### config.mk
export PLATFORM = sky130hd
export DESIGN_NAME = load_store_unit
export DESIGN_NICKNAME = d
export VERILOG_FILES = /design/src/rtl/load_store_unit_pkg.sv /design/src/rtl/lsu_load_align.sv /design/src/rtl/load_store_unit.sv
export SDC_FILE = /design/constraint.sdc
export NUM_CORES = 1
export LEC_CHECK = 0
export ABC_AREA = 0
export BUFFER_PORTS_ARGS = -buffer_cell sky130_fd_sc_hd__buf_2
export CELL_PAD_IN_SITES_DETAIL_PLACEMENT = 1
export CELL_PAD_IN_SITES_GLOBAL_PLACEMENT = 1
export CORE_MARGIN = 3
export CORE_UTILIZATION = 30
export DETAILED_ROUTE_END_ITERATION = 6
export PLACE_DENSITY = 0.8
export SLEW_MARGIN = 30
export SYNTH_ARGS = -nofsm -noshare
export SYNTH_HDL_FRONTEND = slang
export SYNTH_HIERARCHICAL = 1
export SYNTH_SLANG_ARGS = --single-unit
### constraint.sdc
create_clock -name clk -period 2.4 [get_ports clk]
set_input_delay 0.6 -clock clk [delete_from_list [all_inputs] [get_ports clk]]
set_output_delay 0.6 -clock clk [all_outputs]
set_load 0.03 [all_outputs]
### src/rtl/load_store_unit_pkg.sv
// Shared definitions for the load/store unit: funct3 codes,
// FSM state encoding and alignment/legality helpers.
package load_store_unit_pkg;

  localparam logic [2:0] F3_B  = 3'b000;
  localparam logic [2:0] F3_H  = 3'b001;
  localparam logic [2:0] F3_W  = 3'b010;
  localparam logic [2:0] F3_BU = 3'b100;
  localparam logic [2:0] F3_HU = 3'b101;

  typedef enum logic {
    ST_IDLE      = 1'b0,
    ST_SUB_WRITE = 1'b1
  } lsu_state_e;

  function automatic logic is_misaligned(
    input logic [2:0] f3,
    input logic [1:0] a
  );
    logic mis;
    mis = 1'b0;
    case (f3)
      F3_H, F3_HU: mis = a[0];
      F3_W:        mis = (a != 2'b00);
      default:     mis = 1'b0;
    endcase
    return mis;
  endfunction

  function automatic logic is_illegal(
    input logic [2:0] f3,
    input logic       wr
  );
    logic bad;
    bad = 1'b1;
    case (f3)
      F3_B, F3_H, F3_W: bad = 1'b0;
      F3_BU, F3_HU:     bad = wr;
      default:          bad = 1'b1;
    endcase
    return bad;
  endfunction

endpackage

### src/rtl/lsu_load_align.sv
// Load lane select and sign/zero extension.
// Ports: word (memory word), addr (byte offset), funct3, ext (result).
module lsu_load_align
  import load_store_unit_pkg::*;
(
  input  logic [31:0] word,
  input  logic [1:0]  addr,
  input  logic [2:0]  funct3,
  output logic [31:0] ext
);

  logic [31:0] shifted;

  always_comb begin
    shifted = word >> {addr, 3'b000};
    ext     = word;
    case (funct3)
      F3_B:    ext = {{24{shifted[7]}}, shifted[7:0]};
      F3_BU:   ext = {24'h0, shifted[7:0]};
      F3_H:    ext = {{16{shifted[15]}}, shifted[15:0]};
      F3_HU:   ext = {16'h0, shifted[15:0]};
      default: ext = word;
    endcase
  end

endmodule

### src/rtl/load_store_unit.sv
// RV32 load/store unit between MEM stage and word-addressed memory.
// Ports: req_* handshake in, resp_* pulse out, mem_* memory side.
module load_store_unit
  import load_store_unit_pkg::*;
#(
  parameter int ADDR_W = 8,
  parameter int DATA_W = 32
) (
  input  logic              clk,
  input  logic              rst,
  input  logic              req_valid,
  output logic              req_ready,
  input  logic              req_write,
  input  logic [2:0]        req_funct3,
  input  logic [ADDR_W-1:0] req_addr,
  input  logic [DATA_W-1:0] req_wdata,
  output logic              resp_valid,
  output logic [DATA_W-1:0] resp_rdata,
  output logic              resp_err,
  output logic              mem_read,
  output logic              mem_write,
  output logic [ADDR_W-3:0] mem_addr,
  output logic [DATA_W-1:0] mem_wdata,
  input  logic [DATA_W-1:0] mem_rdata
);

  lsu_state_e state_q, state_d;

  logic [DATA_W-1:0] merge_q;
  logic [ADDR_W-3:0] addr_q;
  logic [DATA_W-1:0] merged;
  logic [DATA_W-1:0] load_data;
  logic              accept;
  logic              req_err;
  logic              is_sw;
  logic              is_sub;
  logic              go;

  assign req_ready = (state_q == ST_IDLE);
  assign accept    = req_valid && req_ready;
  assign req_err   = is_misaligned(req_funct3, req_addr[1:0])
                   || is_illegal(req_funct3, req_write);
  assign go        = accept && !req_err;
  assign is_sw     = req_write && (req_funct3 == F3_W);
  assign is_sub    = req_write && (req_funct3 != F3_W);

  // Loads and the read half of SB/SH both read in the accept cycle.
  assign mem_read  = !rst && go && !is_sw;
  assign mem_write = !rst && ((state_q == ST_SUB_WRITE) || (go && is_sw));
  assign mem_addr  = (state_q == ST_SUB_WRITE) ? addr_q
                   : req_addr[ADDR_W-1:2];
  assign mem_wdata = (state_q == ST_SUB_WRITE) ? merge_q : req_wdata;

  lsu_load_align u_align (
    .word   (mem_rdata),
    .addr   (req_addr[1:0]),
    .funct3 (req_funct3),
    .ext    (load_data)
  );

  always_comb begin
    merged = mem_rdata;
    if (req_funct3 == F3_B)
      merged[{req_addr[1:0], 3'b000} +: 8] = req_wdata[7:0];
    else
      merged[{req_addr[1], 4'b0000} +: 16] = req_wdata[15:0];
  end

  always_comb begin
    state_d = state_q;
    unique case (state_q)
      ST_IDLE:      if (go && is_sub) state_d = ST_SUB_WRITE;
      ST_SUB_WRITE: state_d = ST_IDLE;
    endcase
  end

  always_ff @(posedge clk) begin
    if (rst) begin
      state_q    <= ST_IDLE;
      resp_valid <= 1'b0;
      resp_rdata <= '0;
      resp_err   <= 1'b0;
      merge_q    <= '0;
      addr_q     <= '0;
    end else begin
      state_q    <= state_d;
      resp_valid <= 1'b0;
      resp_rdata <= '0;
      resp_err   <= 1'b0;
      if (state_q == ST_SUB_WRITE) begin
        resp_valid <= 1'b1;
      end else if (accept) begin
        if (req_err) begin
          resp_valid <= 1'b1;
          resp_err   <= 1'b1;
        end else if (!req_write) begin
          resp_valid <= 1'b1;
          resp_rdata <= load_data;
        end else if (is_sw) begin
          resp_valid <= 1'b1;
        end else begin
          merge_q <= merged;
          addr_q  <= req_addr[ADDR_W-1:2];
        end
      end
    end
  end

endmodule

==> impl_metrics.ini, run 1 <==
[worst_setup_path]
cp_cell_sequence = buf_6 -> clkinvlp_4 -> ha_4 -> nand2b_4 -> a221oi_4 -> nand3_2 -> a21oi_4 -> buf_6
r2r-start = state_q$_SDFF_PP0_
reg2reg_to = resp_rdata[13]$_SDFF_PP0_
cp_max_fo = 3
cp-start-kind = primary input
slowest_stage = a221oi_4
ff2ff_setup_slack_ps = 880
path_class = primary input to primary output
required_ps = 1800
rr_worst_depth = 5
cp-end-kind = primary output
slowest_delay_ps = 290
crit_top_cell = buf_6
startpoint = req_addr[1]
cp.arrival_ps = 1700

[detailed_routing]
wirelength_um = 15660
first_pass_iters = 4
drt_iter0_markers = 265
vias = 4314
wl_per_cell_um = 19.51
via_per_inst = 5.372
antenna_left = 0
drcViolationCount = 0

[synthesis]
synth_nets = 549
synth_top_cell_area_share_pct = 34.63
synth-async-reset-ratio_pct = 0
synth_edf_count = 0
ys_seq_elements = 73
synth_compound_area_share_pct = 21.61
synth-main-ff-cell = dfxtp_1
syn-instance-count = 465
yosys_warnings = 6
synth.area.mux_share_pct = 19.12
synth.avg_cell_area_um2 = 9.076
yosysMostFrequentCell = dfxtp_1
synth.area.top_cells = dfxtp_1 (35%), mux2_2 (11%), a221oi_1 (7.5%), nand2_1 (5.7%), mux2i_1 (5.0%)
yosys.area.top_type = dfxtp_1
synthAdderAreaFrac_pct = 1.482
synth_xor_area_share_pct = 0
seq_area_frac_synth_pct = 34.63
ys_types = 47
ys_top_cells_by_count = dfxtp_1 (73), nand2_1 (64), mux2_2 (43), a221oi_1 (36), and2_1 (32)
syn_area_mm2 = 0.004220
synth_top_family_by_area = compound AO/OA/AOI/OAI gates
yosys.area_share.simple_pct = 17.70

[grt]
grt.overflow.total = 0
grt_max_degree = 55
antenna_found_initial = 0
grt_first_pass_wirelength_um = 24130
grt_pass1_vias = 4228
track_usage_pct = 19.66

[placed_design]
io_buffers = 153
gp_congestion = 0.8621
dp.cells = 783
dpl_cell_area_mm2 = 0.005299
hpwl_um = 12140

[power]
vdd_drop_max_uv = 309.7
power_density_mw_per_mm2 = 564.3
p_leak_nw = 2.487

[timing]
rsz0062_at_grt = false
fmax_ghz = 0.4345
setup_viol = 0
period_minus_slack_ps = 2302
clock-skew-final_ps = 3.071
max-slew-margin-rel_pct = 67.77
post-route-period-util_pct = 95.90
slew_violations = 0
worstMarginPinSlew_ps = 482.5
hold_viol = 0

[cells_and_area]
design_area_mm2 = 0.005678
final_cells = 803
antennaDiodeCount = 0
area_growth_syn_to_layout_pct = 34.54
final_nets = 706
drive_gt1_share_pct = 41.95

[worst_hold_path]
hold-path-endpoint = merge_q[14]$_SDFFE_PP0P_
hold_path.class = flop to flop
hold_start = merge_q[14]$_SDFFE_PP0P_
holdPathStages = 2

[cts]
cts_tree = built
cts-htree-levels = 3
cts_made_buffers = 9
cts_root_buf = clkbuf_16
clock_sinks = 73
clock_path_buffers = 2
worstSkewPairLatency_ps = 330
clk_pin_slew_ps = 60

[die]
coreArea_mm2 = 0.01351
die_area_mm2 = 0.01553
io_pins = 154
die_w_um = 124.6
initial_utilization_pct = 31.25
rows = 42
die_h_um = 124.6

[status]
status = finished, final reports clean

[job]
drv_cap = 0
==> metrics by stage <==
step	hold slack, ps	worst slack [ps]	utilization, %	setup TNS, ps	power (mW)
after floorplan	432.9	-8.371	-	-8.371	1.653
after global placement	439.0	-90.29	39.23	-1438	1.896
after detailed placement	452.6	-144.1	39.23	-2844	1.910
after CTS	460.8	1.796	41.77	0	3.238
after global routing	480.9	8.944	42.04	0	3.352
final	455.1	98.45	42.04	0	3.204
==> registers in the layout, summed over array words and instances, names as in the netlist <==
register and count:
resp_valid 1, merge_q 32, addr_q 6, state_q 1, resp_rdata 32, resp_err 1
==> worst max-delay path by stage <==
stage                     slack (ps)         to  cells past startpoint
after floorplan                   -8  mem_write                      7
after global placement           -90  mem_write                      8
final                            100  mem_write                      8
after CTS                          2  mem_write                      8
after global routing               9  mem_write                      8
after detailed placement        -140  mem_write                      8
==> final cells by class <==
type	instances	area (um2)
clock buffer	14	284.0
clock inverter	2	10.01
fill	1606	7828
inverter	10	41.29
multi-input combinational	345	2594
sequential	73	1463
tap	176	220.2
timing repair buffer	183	1066
==> logic make-up (layout without fill, tap and decap cells) <==
group / after synthesis / count (layout)
buffers and inverters: 47 / 209
adders and majority gates: 5 / 5
DFF: 73 / 73
muxes: 69 / 69
and+or+nand+nor: 149 / 149
AOI/OAI and AO/OA: 122 / 122
==> placed cells by master (no fill, tap or decap), types with 2 or more instances in the layout <==
cell       count
buf_6          4
nor2_1        19
mux2i_4        4
buf_2        149
a21oi_1       23
o31ai_1        7
ha_1           4
nand2_1       64
mux2_2        43
a22o_1         2
dfxtp_1       72
buf_4         26
a211o_1       16
buf_12         4
a22oi_1        4
nor3b_2        2
nor3_1        16
clkbuf_16      9
a221oi_1      36
o21ai_0       18
nor2b_1        2
and2_1        32
a2bb2oi_1      2
mux2i_1       21
or4bb_1        2
clkbuf_8       4
o21ai_1        3
inv_1          8
clkinv_2       2
==> worst max-delay path, delay by kind of cell <==
family,cells,cell delay [ps]
AO/OA/AOI/OAI,2,430
buffers and inverters,3,330
AND/OR/NAND/NOR,2,190
adder cells (fa/ha/maj),1,150
==> per-layer routing <==
metal / share of wire [%] / wire length, um / global-route usage, % / vias to the layer above
met4: 1.2 / 190 / 5.480 / 0
met1: 44 / 6831 / 24.90 / 2133
li1: - / - / - / 2024
met3: 6.3 / 982 / 4.460 / 11
met2: 49 / 7660 / 33.52 / 146
met5: 0 / 0 / 0 / -
==> repair_timing <==
item                                    in CTS  in global routing
gates resized for setup                      6                  7
hold buffers                                 0                  0
pin swaps                                    4                  3
setup buffers                                4                  0
endpoints found under the setup margin       2                  4
==> report_power, final <==
part,switching (mW),internal (mW)
Combinational,0.403,0.252
Sequential,0.0102,1.24
Clock,0.494,0.809
Total,0.906,2.30
(Power assumes the default switching activity.)
==> run 2: changes to the inputs <==
Settings changed: CORE_UTILIZATION 30 to 33, MAX_ROUTING_LAYER from default to met4, PLACE_DENSITY 0.8 to 0.86.
==> run 2 against run 1 <==
Effect of this change:
- final area grew 0.48%
- critical path depth is the same
- power grew 11%
- global-route usage grew 2.4 points
- count of clock-buffer cells in the layout shrank 4
- die area shrank 8.7%
- clock skew grew 3.0 ps
- first-iteration DRC count grew 43%
- clock power grew 27%
- largest cell class unchanged
==> impl_metrics.ini, run 2 (synthesis results as in run 1) <==
[placed_design]
hpwl_um = 11790
dpl_cell_area_mm2 = 0.005261
io_buffers = 153
gp_congestion = 0.8952
dp.cells = 773
place_ws_ps = -143.4

[worst_hold_path]
hold_path.class = flop to flop
hold_start = addr_q[3]$_SDFFE_PP0P_

[grt]
track_usage_pct = 22.02
grt_pass1_vias = 4478
grt.overflow.total = 0
grt_first_pass_wirelength_um = 24150
grt_max_degree = 55
antenna_found_initial = 0

[cells_and_area]
final_cell_mix = buf_2 (149), dfxtp_1 (72), nand2_1 (64)
final_nets = 704
antennaDiodeCount = 0
fin_util_pct = 46.53
design_area_mm2 = 0.005705
area_growth_syn_to_layout_pct = 35.19
fill_cells = 1457
reg_top3 = merge_q (32), resp_rdata (32), addr_q (6)
final_cells = 792
drive_gt1_share_pct = 41.67
layout_commonest_cell = buf_2

[die]
coreArea_mm2 = 0.01226
die_area_mm2 = 0.01418
die_w_um = 119.1
die_h_um = 119.1
rows = 40
io_pins = 154
initial_utilization_pct = 34.42

[timing]
post-route-period-util_pct = 98.75
slew_violations = 0
setup_slack_ps = 30.08
period_minus_slack_ps = 2370
hold_viol = 0
worstMarginPinSlew_ps = 905.5
rsz0062_at_grt = true
setup_viol = 0
fmax_ghz = 0.4220
clock-skew-final_ps = 6.093
max-slew-margin-rel_pct = 39.63
holdWs_ps = 457.7
setup_tns_ps = 0

[detailed_routing]
wirelength_um = 15640
met3_wirelength_um = 953
first_pass_iters = 5
met2_length_um = 7778
drt_iter0_markers = 379
wl_per_cell_um = 19.74
drcViolationCount = 0
top_layer = met4
drt-met1-wl_um = 6557
antenna_left = 0
via_per_inst = 5.423
vias = 4295

[power]
clkPwrFrac_pct = 46.5
power_frac_seq_pct = 35.1
p_int_mw = 2.629
switching_share_pct = 26.07
power_density_mw_per_mm2 = 623.2
p_sw_mw = 0.9270
p_leak_nw = 2.495
total_power_mw = 3.556
vdd_drop_max_uv = 425.6
combPwrFrac_pct = 18.4

[worst_setup_path]
cp.arrival_ps = 1770
cp-start-kind = primary input
cp_cell_sequence = buf_6 -> clkinvlp_4 -> ha_4 -> nand2b_4 -> a221oi_4 -> nand3_2 -> a21oi_4 -> buf_6
required_ps = 1800
slowest_delay_ps = 320
cp-end-kind = primary output
crit_top_cell = buf_6
slowest_stage = a221oi_4
path_class = primary input to primary output
crit_buf_inv = 3
startpoint = req_addr[1]
cp_max_fo = 3
worst_path_dominant_cell_family = compound AO/OA/AOI/OAI gates
r2r-start = state_q$_SDFF_PP0_

[cts]
clock_path_buffers = 2
clock_sinks = 73
cts-htree-levels = 3
cts_root_buf = clkbuf_16
clk_pin_slew_ps = 50
cts_tree = built
worstSkewPairLatency_ps = 340
cts_made_buffers = 9

[job]
drv_cap = 0

[status]
status = finished, final reports clean
[run 2: changes by cell type in the layout (fill, tap and decap cells not counted)]
cell        before  now
nor4bb_1         1    2
nor4bb_2         1    0
inv_4            0    1
bufinv_16        0    4
inv_2            1    0
buf_6            4    3
clkbuf_8         4    1
clkinv_2         2    0
clkbuf_1         1    0
buf_12           4    3
clkinvlp_4       1    2
[run 2: metal layers]
layer / vias up / global-route usage [%]
met4: 0 / 7.386
met2: 189 / 37.23
li1: 2022 / -
met5: - / -
met3: 26 / 4.084
met1: 2058 / 26.41
[run 2: power by group through the flow]
stage                     logic, mW  registers (mW)  clock network [mW]
after floorplan               0.369            1.28                   0
after global placement        0.609            1.27                   0
after detailed placement      0.628            1.27                   0
after CTS                     0.636            1.25                1.70
after global routing          0.701            1.25                1.74
final                         0.654            1.25                1.65
[run 2: cell type report]
cell class              count  area [um2]  share of cell area (%)
multi-input cells         345        2587                   45.35
flip-flops and latches     73        1463                   25.64
repair buffers            181        1035                   18.14
clock buffers              10       239.0                   4.189
well taps                 168       210.2                   3.684
clock inverters             5       127.6                   2.237
inverters                  10       43.79                  0.7675
[run 2: path summary, 6_finish.rpt]
kind | endpoint | slack, ps | cells after the start
setup reg to reg | merge_q[19]$_SDFFE_PP0P_ | 700 | 4
setup / recovery | mem_write | 30 | 8
hold / removal | addr_q[3]$_SDFFE_PP0P_ | 460 | 2
hold reg to reg | addr_q[3]$_SDFFE_PP0P_ | 460 | 2
[run 2: repair_timing]
action / 4_1_cts / 5_1_grt
pin swaps: 2 / 4
hold buffers: 0 / 0
gates resized for setup: 6 / 5
setup buffers: 0 / 4
endpoints found under the setup margin: 2 / 2
[run 2: worst reg2reg max path, delay by kind of cell (launching register included)]
| family | cells | cell delay, ps |
|---|---|---|
| buffers and inverters | 1 | 170 |
| DFF | 1 | 330 |
| and+or+nand+nor | 3 | 1120 |
==> run 3: changes to the inputs <==
==> constraint.sdc (replaced) <==
create_clock -name clk -period 2.4 [get_ports clk]
set_input_delay 0.36 -clock clk [delete_from_list [all_inputs] [get_ports clk]]
set_output_delay 0.36 -clock clk [all_outputs]
set_load 0.03 [all_outputs]
==> run 3 against run 2 <==
Effect of this change:
- die area stayed put
- clock power decreased by 19%
- final cell count decreased by 1.5%
- critical path depth is 5 lower
- hold slack lost 190 ps
- register-to-register slack got worse by 310 ps
- critical endpoint is now mem_wdata[11]
- highest routed layer unchanged
==> impl_metrics.ini, run 3 (synthesis results as in run 1) <==
[status]
status = finished, final reports clean

[cts]
cts_root_buf = clkbuf_16
cts_made_buffers = 9
cts-htree-levels = 3
cts_hold_buf = 0
clock_sinks = 73
cts_resized = 0
clock_path_buffers = 2
worstSkewPairLatency_ps = 340
cts_setup_buffers = 0
clk_pin_slew_ps = 60
cts_tree = built

[grt]
grt_first_pass_wirelength_um = 23390
antenna_found_initial = 0
track_usage_pct = 21.61
grt_max_degree = 41
grt.overflow.total = 0
grt_pass1_vias = 4292

[die]
die_w_um = 119.1
io_pins = 154
die_area_mm2 = 0.01418
initial_utilization_pct = 34.42
die_h_um = 119.1
coreArea_mm2 = 0.01226
rows = 40

[timing]
rsz0062_at_grt = false
max-slew-margin-rel_pct = 40.05
worstMarginPinSlew_ps = 899.2
slew_violations = 0
setup_tns_ps = 0
fmax_ghz = 0.4643
hold_viol = 0
clock-skew-final_ps = 5.567
post-route-period-util_pct = 89.74
period_minus_slack_ps = 2154
holdWs_ps = 268.9
setup_viol = 0

[placed_design]
io_buffers = 153
gp_congestion = 0.9063
hpwl_um = 11610

[detailed_routing]
drt_iter0_markers = 333
vias = 4279
antenna_left = 0
wl_per_cell_um = 19.27
drcViolationCount = 0
first_pass_iters = 7
via_per_inst = 5.486
wirelength_um = 15030

[job]
drv_cap = 0

[cells_and_area]
final_nets = 691
reg_top3 = merge_q (32), resp_rdata (32), addr_q (6)
layout_commonest_cell = buf_2
drive_gt1_share_pct = 39.38
fill_cells = 1497
area_growth_syn_to_layout_pct = 28.46
final_cell_mix = buf_2 (153), dfxtp_1 (72), nand2_1 (64)
antennaDiodeCount = 0

[worst_setup_path]
ff2ff_setup_slack_ps = 390
cp_max_fo = 27
r2r-start = state_q$_SDFF_PP0_
cp-end-kind = primary output
required_ps = 2040
startpoint = state_q$_SDFF_PP0_
cp.arrival_ps = 1790
reg2reg_to = merge_q[2]$_SDFFE_PP0P_
cp-start-kind = flop
endpoint = mem_wdata[11]
path_class = flop to primary output
rr_worst_depth = 5

[power]
power_density_mw_per_mm2 = 589.0
p_leak_nw = 2.368
total_power_mw = 3.193
vdd_drop_max_uv = 299.8

[worst_hold_path]
hold_path.class = primary input to flop
-- run 3: changes by cell type in the layout (fill, tap and decap cells not counted), moves of 2 or more --
| cell | change |
|---|---|
| buf_12 | -3 |
| buf_4 | -11 |
| buf_6 | -3 |
| inv_1 | +2 |
| bufinv_16 | -3 |
| buf_2 | +4 |
-- run 3: metal layers --
metal	global-route usage [%]	share of wire [%]	vias to the layer above
met5	-	0	-
met4	8.110	2.5	0
met3	4.036	7.2	28
met2	35.22	48	208
met1	26.65	42	2044
li1	-	-	1999
-- run 3: final cells by class --
class	count	area (um2)	share of cell area, %
clock buffers	10	229.0	4.223
clock inverters	6	67.56	1.246
inverters	10	37.54	0.6924
multi-input cells	345	2534	46.73
flip-flops and latches	73	1465	27.03
well taps	168	210.2	3.877
repair buffers	168	878.3	16.20
-- run 3: worst min-delay path by stage --
stage | startpoint | cells after the start | endpoint
2_1_floorplan | addr_q[0]$_SDFFE_PP0P_ | 2 | addr_q[0]$_SDFFE_PP0P_
6_report | req_addr[3] | 3 | addr_q[1]$_SDFFE_PP0P_
5_1_grt | req_addr[2] | 3 | addr_q[0]$_SDFFE_PP0P_
3_3_place_gp | merge_q[10]$_SDFFE_PP0P_ | 2 | merge_q[10]$_SDFFE_PP0P_
3_5_place_dp | merge_q[8]$_SDFFE_PP0P_ | 2 | merge_q[8]$_SDFFE_PP0P_
4_1_cts | req_addr[3] | 3 | addr_q[1]$_SDFFE_PP0P_
-- run 3: worst max-delay path: stages (launching register included) --
cell     delay, ps
dfxtp_4        580
buf_4          300
mux2_2         380
buf_2          180
-- run 3: per-stage QoR --
step | instance area [um2] | utilization, % | std cells | worst slack (ps)
2_1_floorplan | 4225 | - | 465 | 116.3
4_1_cts | 5419 | 44.19 | 780 | 16.00
3_5_place_dp | 5122 | 41.78 | 764 | 215.3
5_1_grt | 5421 | 44.21 | 780 | 42.80
6_report | 5421 | 44.21 | 780 | 246.1
3_3_place_gp | 5122 | 41.78 | 764 | 282.7
-- run 3: report_power, final --
group          total, mW  leakage, nW  switching [mW]  internal [mW]
Sequential          1.25        0.591          0.0138           1.23
Combinational      0.607         1.64           0.385          0.222
Clock               1.34        0.139           0.530          0.808
Total               3.19         2.37           0.929           2.26
